### src/rtl/led_seq_pkg.sv
// Shared types and pure helpers for the LED sequencer: pattern modes,
// per-mode period length and the per-LED decode.
package led_seq_pkg;

    typedef enum logic [1:0] {
        JOHNSON = 2'b00,
        BOUNCE  = 2'b01,
        RING    = 2'b10,
        BAR     = 2'b11
    } mode_t;

    function automatic int unsigned period(input mode_t mode, input int unsigned width);
        int unsigned p;
        case (mode)
            JOHNSON: p = 2 * width;
            BOUNCE:  p = 2 * width - 2;
            default: p = width;
        endcase
        return p;
    endfunction

    // Decides whether LED idx is lit for a given mode and phase.
    function automatic logic led_on(input mode_t mode, input int unsigned ph,
                                    input int unsigned idx, input int unsigned width);
        logic on;
        on = 1'b0;
        case (mode)
            JOHNSON: on = (ph < width) ? (idx < ph) : (idx >= ph - width);
            BOUNCE:  on = (ph < width) ? (idx == ph) : (idx == 2 * width - 2 - ph);
            RING:    on = (idx == ph);
            BAR:     on = (idx <= ph);
            default: on = 1'b0;
        endcase
        return on;
    endfunction

endpackage

### src/rtl/step_prescaler.sv
// Free-running step prescaler: TC pulses once every PRESCALE enabled cycles;
// CLR restarts the count and suppresses the pulse on that cycle.
module step_prescaler #(
    parameter int PRESCALE = 1250000
) (
    input  logic CLK,
    input  logic RSTn,
    input  logic ENABLE,
    input  logic CLR,
    output logic TC
);

    localparam int CW = (PRESCALE > 1) ? $clog2(PRESCALE) : 1;
    localparam logic [CW-1:0] PC_LAST = CW'(PRESCALE - 1);

    logic [CW-1:0] pc;

    always_ff @(posedge CLK or negedge RSTn) begin
        if (!RSTn) begin
            pc <= '0;
        end else if (CLR) begin
            pc <= '0;
        end else if (ENABLE) begin
            pc <= (pc == PC_LAST) ? '0 : pc + CW'(1);
        end
    end

    // RSTn gating keeps TC low in reset even when PRESCALE is 1.
    assign TC = RSTn && ENABLE && !CLR && (pc == PC_LAST);

endmodule

### src/rtl/led_sequencer.sv
// WIDTH-LED pattern generator: prescaled phase counter with direction control,
// four run-time patterns and a wrap pulse at the end of each pattern period.
module led_sequencer
    import led_seq_pkg::*;
#(
    parameter int WIDTH    = 8,
    parameter int PRESCALE = 1250000
) (
    input  logic             CLK,
    input  logic             RSTn,
    input  logic             ENABLE,
    input  logic [1:0]       MODE,
    input  logic             DIR,
    output logic [WIDTH-1:0] LEDS,
    output logic             STEP,
    output logic             WRAP
);

    localparam int PHW = $clog2(2 * WIDTH);

    mode_t          mode_q;
    logic           mode_chg;
    logic           step;
    logic           wrap;
    logic [PHW-1:0] ph;
    logic [PHW-1:0] ph_last;
    logic [PHW-1:0] ph_next;

    assign mode_chg = (mode_t'(MODE) != mode_q);

    step_prescaler #(
        .PRESCALE(PRESCALE)
    ) u_prescaler (
        .CLK   (CLK),
        .RSTn  (RSTn),
        .ENABLE(ENABLE),
        .CLR   (mode_chg),
        .TC    (step)
    );

    always_comb begin
        ph_last = PHW'(period(mode_q, WIDTH) - 32'd1);
        ph_next = ph;
        wrap    = 1'b0;
        if (step) begin
            if (DIR) begin
                if (ph == '0) begin
                    ph_next = ph_last;
                    wrap    = 1'b1;
                end else begin
                    ph_next = ph - PHW'(1);
                end
            end else begin
                if (ph == ph_last) begin
                    ph_next = '0;
                    wrap    = 1'b1;
                end else begin
                    ph_next = ph + PHW'(1);
                end
            end
        end
    end

    // A mode change restarts the new pattern at phase 0 so PH stays in range.
    always_ff @(posedge CLK or negedge RSTn) begin
        if (!RSTn) begin
            mode_q <= JOHNSON;
            ph     <= '0;
        end else begin
            mode_q <= mode_t'(MODE);
            ph     <= mode_chg ? '0 : ph_next;
        end
    end

    for (genvar i = 0; i < WIDTH; i++) begin : g_leds
        assign LEDS[i] = led_on(mode_q, 32'(ph), i, WIDTH);
    end

    assign STEP = step;
    assign WRAP = wrap;

endmodule

### config.mk
export PLATFORM = sky130hd
export DESIGN_NAME = led_sequencer
export DESIGN_NICKNAME = d
export VERILOG_FILES = /design/src/rtl/led_seq_pkg.sv /design/src/rtl/step_prescaler.sv /design/src/rtl/led_sequencer.sv
export SDC_FILE = /design/constraint.sdc
export NUM_CORES = 1
export LEC_CHECK = 0
export BUFFER_PORTS_ARGS = -buffer_cell sky130_fd_sc_hd__buf_4
export CAP_MARGIN = 20
export CELL_PAD_IN_SITES_DETAIL_PLACEMENT = 2
export CELL_PAD_IN_SITES_GLOBAL_PLACEMENT = 2
export CORE_UTILIZATION = 39
export DETAILED_ROUTE_END_ITERATION = 8
export PLACE_DENSITY = 0.88
export SYNTH_ARGS = -nofsm -noshare
export SYNTH_HDL_FRONTEND = slang
export SYNTH_SLANG_ARGS = --single-unit
### constraint.sdc
create_clock -name CLK -period 4.7 [get_ports CLK]
set_input_delay 0.235 -clock CLK [delete_from_list [all_inputs] [get_ports CLK]]
set_output_delay 0.235 -clock CLK [all_outputs]
set_load 0.02 [all_outputs]
After elaboration in Yosys (flattened, before gate mapping)

Index checks and enable logic that the tools add are counted.

Register bits after elaboration: 27
Bits of input ports: 6
Output and inout bits: 10
Word-level logic and storage cells: 99

Add/sub/neg operators: 6
Magnitude comparators: 24
Equal/unequal tests: 20
Mux-type cells: 37
Reduce and logical (&&, ||, !) cells: 9

Operators with widths:

| kind                                                              | count |
|---|---|
| == test 3 x 32 -> 1 bit, first input constant                     | 4 |
| greater-or-equal comparator 3 x 32 -> 1 bit, first input constant | 4 |
| == test 2 x 32 -> 1 bit, first input constant                     | 2 |
| greater-or-equal comparator 1 x 32 -> 1 bit, first input constant | 2 |
| greater-or-equal comparator 2 x 32 -> 1 bit, first input constant | 2 |
| 2-to-1 mux 21 bit                                                 | 3 |
| == test 1 x 32 -> 1 bit, first input constant                     | 1 |
| zero test 32 bit                                                  | 1 |
| case mux 1 bit (4 select lines)                                   | 8 |
| adder 21 x 1 -> 21 bit, second input constant                     | 1 |
| == test 21 bit, second input constant                             | 1 |
| 2-to-1 mux 1 bit                                                  | 20 |
| 2-to-1 mux 4 bit                                                  | 5 |
| == test 3 x 4 -> 1 bit, first input constant                      | 4 |
| less-or-equal comparator 3 x 4 -> 1 bit, first input constant     | 4 |
| < comparator 3 x 4 -> 1 bit, first input constant                 | 4 |
| == test 2 x 4 -> 1 bit, first input constant                      | 2 |
| less-or-equal comparator 2 x 4 -> 1 bit, first input constant     | 2 |
| < comparator 1 x 4 -> 1 bit, first input constant                 | 2 |
| < comparator 2 x 4 -> 1 bit, first input constant                 | 2 |
| case mux 4 bit (2 select lines)                                   | 1 |
| subtractor 4 x 1 -> 4 bit, second input constant                  | 2 |
| subtractor 4 x 4 -> 5 bit, first input constant                   | 1 |
| subtractor 4 x 4 -> 5 bit, second input constant                  | 1 |
| other kinds (13)                                                  | 17 |

Depth between registers and ports, before layout

Depth after elaboration: 8
Gate-level depth with buffers: 8
Gate-level depth less buffers: 7

Cells and area by module

From an unflattened synthesis, not the netlist that was laid out.

Cells, all modules: 295
Area total of the unflattened synthesis: 2,402.3 um2

Modules (own cells, without submodules):

| module         | times used | cells each | area each (um2) |
|---|---|---|---|
| step_prescaler | 1          | 137        | 1,268.7 |
| led_sequencer  | 1          | 158        | 1,133.6 |

Least setup slack after synthesis

Ideal clock, no wire load.

Path kind: flip-flop to output port
Start point: register ph[3]
End point: output LEDS[1]
Arrival: 2.249 ns
Data required time: 4.465 ns
Path slack: 2.216 ns
Stages on the path, launching flop included: 8
Cell sequence: dfrtp_1 > inv_1 > clkbuf_1 > ha_1 > clkbuf_1 > o21ai_0 > o21a_1 > o31ai_1

Word-level cells in the longest chain between the ends: 4

Ends and longest elaborated chain:

| element                                                                                       | line                                 | source |
|---|---|---|
| start: declaration                                                                            | led_sequencer.sv:25                  | `logic [PHW-1:0] ph;` |
| start signal: assignment                                                                      | led_sequencer.sv:71                  | `ph <= mode_chg ? '0 : ph_next;` |
| subtractor 4 x 4 -> 5 bit (on tied branches)                                                  | led_seq_pkg.sv:28, led_seq_pkg.sv:29 |  |
| greater-or-equal comparator 1 x 32 -> 1 bit / == test 1 x 32 -> 1 bit (equally long branches) | led_seq_pkg.sv:28, led_seq_pkg.sv:29 |  |
| 2-to-1 mux 1 bit (on tied branches)                                                           | led_seq_pkg.sv:28, led_seq_pkg.sv:29 |  |
| case mux 1 bit (4 select lines) (*)                                                           | led_seq_pkg.sv:27                    | `case (mode)` |
| end: declaration                                                                              | led_sequencer.sv:14                  | `output logic [WIDTH-1:0] LEDS,` |

Mark *: on every way between the ends. The rest lies on a longest branch, timed or not.

Worst setup path in the final report

Same ends and word-level chain as after synthesis.

==> metrics.txt <==
Total Neg Setup Slack=0 ns; sequential area share after synthesis=27.9%; Finish-stage setup viols=0; maximum clock skew at final layout=0.00731 ns; classification of the worst-slack hold path=in -> reg; largest area contributor in the netlist=sky130_fd_sc_hd__dfrtp_1; delay-heaviest family, CP=buffers and inverters; share of the synthesized area in the top cell type=27.9%; synth unique cells=59; io pins=16; CP max FO=25; category of the worst setup path capture point=primary output; mean cell area of the mapped netlist=7.78 µm²; Remaining Overflow, GRT=0; synth-to-layout area growth=7.14%; cell at the slowest stage of the critical path=sky130_fd_sc_hd__dfrtp_1; Site Rows=28; top flip-flop cell by instance count after synthesis=sky130_fd_sc_hd__dfrtp_1; critical path's largest stage delay=0.71 ns; slew at the pin closest to its max-slew limit=0.882 ns; number of I/O port buffers=15; kind of start point of the critical path=register; CTS root buffer=sky130_fd_sc_hd__clkbuf_8; Power Dens Cells=171 mW/mm²; Inserted Clock Buffers=3; most frequent cells in the layout=sky130_fd_sc_hd__nand2_1, sky130_fd_sc_hd__dfrtp_1, sky130_fd_sc_hd__nand3_1; critical path required time=4.47 ns; yosys warns=0; Std-Cell Core Area=0.00596 mm²; crit path DAT=3.16 ns; setup slack on the worst flop-to-flop path=1.72 ns; number of hold violations in the final report=0; routed wirelength normalized by instance count=21.8 µm; DRC Markers=0; Cell Chain, Critical Path=inv_1 -> ha_1 -> inv_1 -> o21ai_0 -> a211oi_1 -> o31ai_1 -> buf_4; H-tree depth=1; leading cell type in the layout, fill and taps excluded=sky130_fd_sc_hd__nand2_1; post-layout instance count excluding filler cells=383; fraction of layout instances using a drive strength above 1=8.77%; source-to-sink clock delay at the later pin of the worst-skew pair=0.28 ns; Inst Count DP=378; CTS Buffer Depth=2; post-DR vias/cell=6.46; Fill cells=715; Final ANT Viol Nets=0; cell occurring most often along the worst timing path=sky130_fd_sc_hd__inv_1; status=finished clean; TritonCTS clock tree=built; maximum operating frequency=0.294 GHz; unrepaired setup endpoints after global routing=no; max_slew headroom=41.0%; post-layout min period=3.40 ns; antenna violations before repair=0; global placer's final weighted congestion=0.844; TritonCTS Sinks=27; vias=2475; clock transition at the registers of the reported paths=0.10 ns; vias in the first global route=2685; post-synthesis instance total=311; number of buffers inserted by post-CTS setup repair=0; leakage=1.01 nW; FF+latch count, synth=27; violation count after the first detailed-routing iteration=134; final max-slew violation count=0; EDFF count, synth=0; Max VDD drop=0.140 mV; Cell Area, Synth=0.00242 mm²; ys async rst share=100%; Area contributors post-synth=sky130_fd_sc_hd__dfrtp_1, sky130_fd_sc_hd__ha_1, sky130_fd_sc_hd__nand2_1; global routing usage summed across all routing layers=27.7%; maximum number of pins on one net before global-route repair=29; die height=80.8 µm; net count of the mapped netlist=329; critical setup path kind=reg -> out; half-perimeter wire length after placement=6070 µm; max cap viols=0; Horiz. Die Dim=80.8 µm; Starting Density=40.6%; worst path bufs/invs=3; antenna diode instance count=0; total wire length=8350 µm; global-route wire length before repair=13900 µm; total die area=0.00652 mm²; Pre-Repair DR Iteration Count=4; Tcrit/Tclk final=72.3%; number of nets in the final layout=327
-- per-stage QoR --
step                      total power [mW]  util (%)  hold WS (ns)  area (µm²)  worst slack (ns)
after global routing                 0.459      43.5        0.0592        2590              1.12
final                                0.443      43.5        0.0644        2590              1.30
after floorplan                      0.281         -       -0.0606        2420              2.22
after CTS                            0.445      43.5        0.0631        2590              1.36
after detailed placement             0.305      42.5         0.178        2530              1.68
after global placement               0.302      42.5         0.178        2530              1.86
-- cell type report --
cell class	count	area [µm²]	share of cell area (%)
multi-input combinational	250	1600	61.8
inverter	9	33.8	1.30
timing repair buffer	18	138	5.31
clock buffer	3	41.3	1.59
sequential	27	676	26.1
tap	75	93.8	3.62
clock inverter	1	7.51	0.290
-- layer usage --
layer | vias up | GRT usage, % | wire length [µm]
li1 | 1169 | - | -
met1 | 1250 | 39.0 | 4100
met2 | 45 | 45.8 | 3970
met3 | 11 | 2.47 | 190
met4 | 0 | 6.79 | 82
met5 | - | 0 | 0
-- report_power, final --
group / leakage, nW / internal, mW / switching [mW]
Clock: 0.0217 / 0.0604 / 0.0813
Combinational: 0.613 / 0.0197 / 0.0405
Sequential: 0.372 / 0.234 / 0.00690
-- synth_stat cells, drive strengths merged (6+ instances only) --
master   n
nand3   23
nor3    11
clkbuf  18
and3     7
a31oi   15
ha      12
dfrtp   27
inv      9
nand2   39
nand4    6
nor2    20
a21oi   21
buf      7
o21ai   13
-- cells by family (layout without fill, tap and decap cells) --
logic type	count (synthesis)	after routing	synth area share, %
AOI/OAI and AO/OA	90	90	25.4
adders and majority gates	12	12	6.20
xor gates and xnor gates	5	5	1.81
muxes	5	5	2.17
DFF	27	27	27.9
and+or+nand+nor	138	138	30.7
buffers and inverters	34	31	5.84
-- worst paths after layout --
check | startpoint | endpoint | cells after the start
setup / recovery | ph[3]$_DFFE_PN0P_ | LEDS[1] | 7
hold / removal | MODE[1] | mode_q[1]$_DFF_PN0_ | 1
setup reg to reg | ph[3]$_DFFE_PN0P_ | ph[3]$_DFFE_PN0P_ | 7
hold reg to reg | u_prescaler.pc[1]$_DFFE_PN0P_ | u_prescaler.pc[1]$_DFFE_PN0P_ | 2
max in group asynchronous | RSTn | u_prescaler.pc[16]$_DFFE_PN0P_ | 2
min in group asynchronous | RSTn | u_prescaler.pc[14]$_DFFE_PN0P_ | 2
-- state kept, by name (all words and copies together) (netlist names) --
register        flops
mode_q              2
ph                  4
u_prescaler.pc     21
-- worst register-to-register path, cell delays in order, from the launching register on --
cell and delay, ns:
sky130_fd_sc_hd__dfrtp_1 0.91, sky130_fd_sc_hd__inv_1 0.50, sky130_fd_sc_hd__ha_1 0.52, sky130_fd_sc_hd__nand2_1 0.32, sky130_fd_sc_hd__o21ai_0 0.15, sky130_fd_sc_hd__o221ai_1 0.21, sky130_fd_sc_hd__a311oi_1 0.13, sky130_fd_sc_hd__nor3b_1 0.18
-- repair_timing --
action,in CTS,in global routing
endpoints found under the hold margin,27,0
resized for setup,0,0
hold buffers,1,0
No activity file was read; power rests on OpenSTA's default activity.
